File: src/rtl/spi_master_param.sv
// Parametrised SPI master: generic word width, NCS chip selects, all four SPI modes,
// selectable bit order, chip-select setup/hold framing and a one-cycle done strobe.
module spi_master_param #(
    parameter int WIDTH = 8,
    parameter int DIV_W = 8,
    parameter int NCS   = 1,
    parameter int CSW   = 3
) (
    input  logic             clk,
    input  logic             rst,
    input  logic [DIV_W-1:0] divisor,
    input  logic             cpol,
    input  logic             cpha,
    input  logic             lsb_first,
    input  logic [CSW-1:0]   cs_sel,
    input  logic [WIDTH-1:0] din,
    input  logic             start,
    output logic [WIDTH-1:0] dout,
    output logic             busy,
    output logic             done,
    output logic             SCLK,
    output logic             DO,
    input  logic             DI,
    output logic [NCS-1:0]   CS_n
);

    localparam int EW = $clog2(2 * WIDTH + 1);

    typedef enum logic [1:0] {IDLE, LEAD, XFER, TRAIL} state_t;

    state_t           state, state_nx;
    logic [DIV_W-1:0] div_q, cnt;
    logic             cpol_q, cpha_q, lsb_q;
    logic [WIDTH-1:0] tx, rx;
    logic [EW-1:0]    edge_cnt;
    logic [NCS-1:0]   cs_dec;
    logic             phase_end, last_edge, odd_edge, sample, drive;

    assign phase_end = (cnt == div_q);
    assign last_edge = (edge_cnt == EW'(2 * WIDTH - 1));
    // edge_cnt holds the number of edges already produced, so edge number = edge_cnt + 1
    assign odd_edge  = ~edge_cnt[0];
    assign sample    = phase_end && (odd_edge != cpha_q);
    assign drive     = phase_end && !sample && !(!cpha_q && last_edge);

    // Out-of-range selects decode to no active line
    always_comb begin
        cs_dec = '1;
        for (int i = 0; i < NCS; i++)
            if (32'(cs_sel) == i) cs_dec[i] = 1'b0;
    end

    always_comb begin
        state_nx = state;
        case (state)
            IDLE:    if (start) state_nx = LEAD;
            LEAD:    if (phase_end) state_nx = XFER;
            XFER:    if (phase_end && last_edge) state_nx = TRAIL;
            TRAIL:   if (phase_end) state_nx = IDLE;
            default: state_nx = IDLE;
        endcase
    end

    always_ff @(posedge clk or posedge rst) begin
        if (rst) state <= IDLE;
        else     state <= state_nx;
    end

    always_ff @(posedge clk or posedge rst) begin
        if (rst) begin
            div_q    <= '0;
            cnt      <= '0;
            cpol_q   <= 1'b0;
            cpha_q   <= 1'b0;
            lsb_q    <= 1'b0;
            tx       <= '0;
            rx       <= '0;
            edge_cnt <= '0;
            dout     <= '0;
            busy     <= 1'b0;
            done     <= 1'b0;
            SCLK     <= 1'b0;
            DO       <= 1'b0;
            CS_n     <= '1;
        end else begin
            done <= 1'b0;
            case (state)
                IDLE: begin
                    SCLK     <= cpol;
                    DO       <= 1'b0;
                    CS_n     <= '1;
                    cnt      <= '0;
                    edge_cnt <= '0;
                    if (start) begin
                        div_q  <= divisor;
                        cpol_q <= cpol;
                        cpha_q <= cpha;
                        lsb_q  <= lsb_first;
                        busy   <= 1'b1;
                        rx     <= '0;
                        CS_n   <= cs_dec;
                        if (!cpha) begin
                            DO <= lsb_first ? din[0] : din[WIDTH-1];
                            tx <= lsb_first ? (din >> 1) : (din << 1);
                        end else begin
                            tx <= din;
                        end
                    end
                end
                LEAD: begin
                    SCLK <= cpol_q;
                    cnt  <= phase_end ? '0 : cnt + 1'b1;
                end
                XFER: begin
                    if (phase_end) begin
                        cnt      <= '0;
                        SCLK     <= ~SCLK;
                        edge_cnt <= edge_cnt + 1'b1;
                    end else begin
                        cnt <= cnt + 1'b1;
                    end
                    // Received bits enter from the side that keeps natural bit weight
                    if (sample)
                        rx <= lsb_q ? {DI, rx[WIDTH-1:1]} : {rx[WIDTH-2:0], DI};
                    if (drive) begin
                        DO <= lsb_q ? tx[0] : tx[WIDTH-1];
                        tx <= lsb_q ? (tx >> 1) : (tx << 1);
                    end
                end
                TRAIL: begin
                    if (phase_end) begin
                        cnt  <= '0;
                        CS_n <= '1;
                        DO   <= 1'b0;
                        dout <= rx;
                        done <= 1'b1;
                        busy <= 1'b0;
                    end else begin
                        cnt <= cnt + 1'b1;
                    end
                end
                default: ;
            endcase
        end
    end

endmodule

File: config.mk
export PLATFORM = sky130hd
export DESIGN_NAME = spi_master_param
export DESIGN_NICKNAME = d
export VERILOG_FILES = /design/src/rtl/spi_master_param.sv
export SDC_FILE = /design/constraint.sdc
export NUM_CORES = 1
export LEC_CHECK = 0
export CAP_MARGIN = 10
export CORE_UTILIZATION = 40
export DETAILED_ROUTE_END_ITERATION = 6
export GPL_ROUTABILITY_DRIVEN = 0
export PLACE_DENSITY_LB_ADDON = 0.05
export SETUP_SLACK_MARGIN = 0.3
export SLEW_MARGIN = 10
export SYNTH_ARGS = -nofsm -noshare
export SYNTH_HDL_FRONTEND = slang
export SYNTH_SLANG_ARGS = --single-unit
export TNS_END_PERCENT = 20
File: constraint.sdc
create_clock -name clk -period 3.3 [get_ports clk]
set_input_delay 0.66 -clock clk [delete_from_list [all_inputs] [get_ports clk]]
set_output_delay 0.66 -clock clk [all_outputs]
set_load 0.005 [all_outputs]
==> flow_summary.toml, run 1 <==
[run_status]
status = "finished, final reports clean"

[power_and_ir_drop]
ir_worst_vdd_mv = 0.3931
switching_share_pct = 35.59
leakage_nw = 1.659
clock_power_share_pct = 17.7
pwr-share-comb_pct = 44.2
power.switching_w = 0.001033
power.density_nw_per_um2 = 811.3
power_frac_seq_pct = 38.0
p_int_w = 0.001869

[worst_setup_path]
cp_data_required_time_ns = 3.49
critPathArrivalTime_ns = 2.68
crit_path_end_kind = "register"
start_kind = "register"
worstPathMaxFanout = 8
critPathKind = "reg2reg"

[placed_design]
hpwl_mm = 4.201
io_buffer_count = 38
dp_cells = 392
post-place-ws_ns = 0.7741

[clocking]
htreeDepth = 2
clk_path_buf_depth = 2
cts-root-buf = "clkbuf_8"
post_cts_buffers = 0
cts-resized-gates = 0
cts-hold-fix-buffers = 0
clock_latency_ns = 0.30
cts_tree = "yes"
clkTransAtPathRegs_ns = 0.10
numCtsBuffers = 5
cts_sinks = 55

[timing]
fin_crit_sh_pct = 75.39
fin_crit_ns = 2.488
grt_setup_unrepaired = "no"
fin_setup_tns_ns = 0
max_slew_margin_pct = 39.75
skew_ns = 0.008650
worst_slew_pin_slew_ns = 0.9038
final-setup-viol-count = 0
slew_viol_final = 0
finalHoldViolations = 0
fmax_mhz = 401.9
fin_ws_ns = 0.8121

[die]
rows = 31
io_pins = 39
start_util_pct = 41.10
die-area_um2 = 7762
dieWidth_um = 88.10
dieHeight_um = 88.10
core_um2 = 7214

[routing]
first_pass_iters = 4
num_vias = 2063
wl_per_cell_um = 14.72
drt-total-wl_mm = 5.886
routed_via_density = 5.158
route.detailed.drc = 0
antenna_left = 0
dr.first_iter.drc_count = 32

[synthesis]
yosysSeqAreaShare_pct = 46.46
synth_cell_type_count = 38
postSynthAreaPerCell_um2 = 11.23
synth_cells = 264
synth_area_um2 = 2965
synth_warnings = 0
synth.net_count = 299
synth_seq_cells = 55

[finish]
nNetsFinal = 335
synthToLayoutAreaGrowth_pct = 20.63
n_antenna_cell = 0
final_cells = 400
drive_gt1_share_pct = 16.61
final_common_cell = "dfrtp_1"
final_cell_mix = "54 x dfrtp_1, 38 x clkdlybuf4s50_1, 24 x mux2i_1"
utilization_pct = 49.58

[global_route]
grt_overflow = 0
grtUsageTotal_pct = 16.86
grt_antenna_before_repair = 0
grt_start_max_net_pins = 22
grt_pass1_wl_mm = 10.05
grt_pass1_vias = 1985

[run]
maxCapViolCount = 0

[min_path]
min_path_type = "reg2reg"
critical path, stage by stage, from the launching register on:
cell,delay [ns]
dfrtp_1,0.45
ha_1,0.26
and3_1,0.19
ha_1,0.19
nor2_1,0.10
mux2_2,0.14
a31oi_1,0.09
or3_1,0.57
mux2_4,0.38
metal layers:
layer  routed length, um  vias to the layer above  GRT usage, %
met1                2930                     1006         24.17
li1                    -                     1023             -
met2                2723                       29         26.15
met3                 172                        5         3.299
met4                  61                        0         4.399
met5                   0                        -             0
per-stage QoR:
stage | power, W | cell area (um^2) | hold WS (ns)
2_1_floorplan | 0.002059 | 2965 | 0.4429
3_3_place_gp | 0.002404 | 3445 | 0.4817
3_5_place_dp | 0.002416 | 3445 | 0.4946
4_1_cts | 0.002942 | 3577 | 0.5079
5_1_grt | 0.003121 | 3577 | 0.5317
6_report | 0.002902 | 3577 | 0.5112
state kept, by name (all words and copies together), names as in the netlist, 2 cells and up:
signal and flops:
cnt 8, tx 8, edge_cnt 5, rx 8, div_q 8, dout 8, state 2
final timing paths:
path                             start     endpoint  slack [ns]  cells past startpoint
min in group asynchronous          rst         done        0.63                      2
hold reg to reg            edge_cnt[3]  edge_cnt[3]        0.51                      1
setup reg to reg           edge_cnt[0]        tx[4]        0.81                      8
setup / recovery           edge_cnt[0]        tx[4]        0.81                      8
max in group asynchronous          rst         CS_n        1.99                      3
hold / removal             edge_cnt[3]  edge_cnt[3]        0.51                      1
synth_stat cells, drive strengths merged:
master | count | area [um^2]
or3 | 1 | 6.260
a22o | 1 | 8.760
xnor2 | 2 | 17.52
clkbuf | 8 | 30.03
dfrtp | 54 | 1351
buf | 6 | 32.53
nand2b | 1 | 6.260
nand3 | 10 | 50.05
ha | 9 | 112.6
o22ai | 1 | 6.260
nor4 | 10 | 92.59
or2 | 1 | 6.260
a211oi | 8 | 60.06
a21oi | 11 | 55.05
nand2 | 6 | 25.03
a31oi | 4 | 25.02
clkinv | 1 | 3.750
nor2 | 21 | 78.83
nor2b | 1 | 6.260
a21o | 9 | 67.56
inv | 7 | 26.28
and3 | 4 | 25.02
mux2i | 24 | 240.2
a22oi | 1 | 7.510
a2bb2oi | 2 | 17.52
dfstp | 1 | 26.28
o21ai | 13 | 65.06
nand3b | 1 | 7.510
mux2 | 31 | 379.1
and2 | 1 | 7.510
xor2 | 13 | 113.9
or4 | 1 | 7.510
area by class of cell:
| type | count | area (um^2) |
|---|---|---|
| Clock buffer | 6 | 72.57 |
| Clock inverter | 2 | 60.06 |
| Fill cell | 691 | 3637 |
| Inverter | 8 | 30.03 |
| Multi-Input combinational cell | 187 | 1495 |
| Sequential cell | 55 | 1378 |
| Tap cell | 99 | 123.9 |
| Timing Repair Buffer | 43 | 417.9 |
power groups by stage:
stage	sequential [W]	combinational [W]	clock, W
floorplan	0.00103	0.00103	0
global placement	0.00112	0.00128	0
detailed placement	0.00112	0.00130	0
CTS	0.00111	0.00130	0.000537
global route	0.00114	0.00142	0.000558
finish	0.00110	0.00128	0.000515
cells by family (layout without fill, tap and decap cells):
family | after synthesis | count (layout) | synth area share [%]
and+or+nand+nor | 58 | 58 | 10.76
DFF | 55 | 55 | 46.46
adders and majority gates | 9 | 9 | 3.798
AOI/OAI and AO/OA | 50 | 50 | 10.55
muxes | 55 | 55 | 20.89
buffers and inverters | 22 | 59 | 3.122
xor gates and xnor gates | 15 | 15 | 4.431
(Power assumes the default switching activity.)
==> run 2, diff against run 1 <==
==> constraint.sdc (replaced) <==
create_clock -name clk -period 2.47 [get_ports clk]
set_input_delay 0.494 -clock clk [delete_from_list [all_inputs] [get_ports clk]]
set_output_delay 0.494 -clock clk [all_outputs]
set_load 0.005 [all_outputs]
==> flow_summary.toml, run 2 (synthesis results as in run 1) <==
[run]
maxCapViolCount = 0

[timing]
final-setup-viol-count = 0
fin_crit_ns = 2.125
fin_crit_sh_pct = 86.05
finalHoldViolations = 0
fin_setup_tns_ns = 0
slew_viol_final = 0
grt_setup_unrepaired = "yes"
fin_ws_ns = 0.3445
worst_slew_pin_slew_ns = 0.8564
skew_ns = 0.01128
fmax_mhz = 470.5
max_slew_margin_pct = 42.91

[worst_setup_path]
worstPathMaxFanout = 8
startpoint = "edge_cnt[0]"
crit_path_cell_trace = "ha_4 > and3_4 > ha_4 > nor2_2 > mux2_4 > a31oi_4 > or3_4 > mux2_4"
rr_startpoint = "edge_cnt[0]"
crit_path_end_kind = "register"
start_kind = "register"
cpMaxStageDelayCell = "dfrtp_2"
critPathArrivalTime_ns = 2.33
critPathMaxStageDelay_ns = 0.44
critPathKind = "reg2reg"
cp_data_required_time_ns = 2.68

[power_and_ir_drop]
p_int_w = 0.002515
clock_power_share_pct = 16.2
ir_worst_vdd_mv = 0.5715
pwr-share-comb_pct = 46.8
power.density_nw_per_um2 = 1067
power.switching_w = 0.001471
switching_share_pct = 36.91
power_frac_seq_pct = 37.0
leakage_nw = 1.724

[finish]
final_cell_mix = "52 x dfrtp_1, 38 x clkdlybuf4s50_1, 24 x mux2i_1"
final_common_cell = "dfrtp_1"
nNetsFinal = 348
drive_gt1_share_pct = 23.25
synthToLayoutAreaGrowth_pct = 26.03
n_antenna_cell = 0

[routing]
route.detailed.drc = 0
num_vias = 2105
wl_per_cell_um = 14.96
drt-total-wl_mm = 6.177
dr.first_iter.drc_count = 81
first_pass_iters = 4
routed_via_density = 5.097
antenna_left = 0

[clocking]
cts-hold-fix-buffers = 0
numCtsBuffers = 5
cts_sinks = 55
clock_latency_ns = 0.32
clkTransAtPathRegs_ns = 0.11
cts-root-buf = "clkbuf_8"
htreeDepth = 2
cts_tree = "yes"
clk_path_buf_depth = 2

[global_route]
grt_overflow = 0
grt_pass1_wl_mm = 10.25
grtUsageTotal_pct = 17.20
grt_pass1_vias = 2076
grt_antenna_before_repair = 0
grt_start_max_net_pins = 25

[die]
rows = 31
die-area_um2 = 7762
dieHeight_um = 88.10
io_pins = 39
start_util_pct = 41.10
core_um2 = 7214
dieWidth_um = 88.10

[placed_design]
io_buffer_count = 38
hpwl_mm = 4.379
post-place-ws_ns = 0.04111

[min_path]
min_path_type = "reg2reg"
hold_start = "edge_cnt[3]"

[run_status]
status = "finished, final reports clean"
-- run 2: cell types whose count changed in the layout (fill, tap and decap cells not counted), moves of 2 or more --
cell     before  now
ha_1          9    7
buf_4         5   17
dfrtp_1      54   52
ha_4          0    2
dfrtp_2       0    2
-- run 2: critical path: cells and delay by family (launching register included) --
kind,cells,cell delay [ns]
fa+ha+maj,2,0.33
compound gates,1,0.09
mux,2,0.48
flops,1,0.44
simple gates,3,0.69
-- run 2: metrics by stage --
step / cells / utilization [%] / cell area (um^2) / power [W] / hold slack (ns)
floorplan: 264 / - / 2968 / 0.002751 / 0.4429
global placement: 398 / 48.58 / 3505 / 0.003242 / 0.4872
detailed placement: 398 / 48.58 / 3505 / 0.003268 / 0.4717
CTS: 412 / 51.61 / 3724 / 0.004006 / 0.5030
global route: 413 / 51.80 / 3737 / 0.004253 / 0.5306
finish: 413 / 51.80 / 3737 / 0.003986 / 0.4904
-- run 2: timing repair --
item	4_1_cts	5_1_grt
pin swaps	5	2
endpoints found under the setup margin	9	11
hold endpoints to repair	0	0
setup buffers	6	1
gates resized for setup	10	2
-- run 2: power by group through the flow --
stage,registers [W],logic (W),clock network (W)
floorplan,0.00137,0.00138,0
global placement,0.00149,0.00175,0
detailed placement,0.00149,0.00177,0
CTS,0.00148,0.00187,0.000660
global route,0.00152,0.00205,0.000684
finish,0.00148,0.00187,0.000644
-- run 2: metal layers --
layer  up-vias  GRT usage [%]  wire [um]
met5         -              0          0
li1       1043              -          -
met4         0          5.718         85
met2        41          26.00       2702
met1      1013          25.40       3145
met3         8          2.262        244
-- run 2: cell type report --
type / instances / area (um^2)
fill: 662 / 3477
multi-input combinational: 187 / 1556
sequential: 55 / 1380
timing repair buffer: 56 / 528.0
tap: 99 / 123.9
clock buffer: 5 / 68.82
clock inverter: 3 / 50.05
inverter: 8 / 30.03
-- run 2: final timing paths --
path	to	slack (ns)	depth (start not counted)
setup / recovery	tx[6]	0.34	8
min in group asynchronous	done	0.51	2
max in group asynchronous	CS_n	1.34	3
hold / removal	edge_cnt[3]	0.49	1
setup reg to reg	tx[6]	0.34	8
hold reg to reg	edge_cnt[3]	0.49	1
==> run 3, diff against run 2 <==
--- a/config.mk
+++ b/config.mk
@@ -9,6 +9,7 @@
 export CORE_UTILIZATION = 40
 export DETAILED_ROUTE_END_ITERATION = 6
 export GPL_ROUTABILITY_DRIVEN = 0
+export HOLD_SLACK_MARGIN = 0.05
 export PLACE_DENSITY_LB_ADDON = 0.05
 export SETUP_SLACK_MARGIN = 0.3
 export SLEW_MARGIN = 10
==> results of run 3 <==
Same layout as run 2: the final DEF is identical, and so are final timing and power.
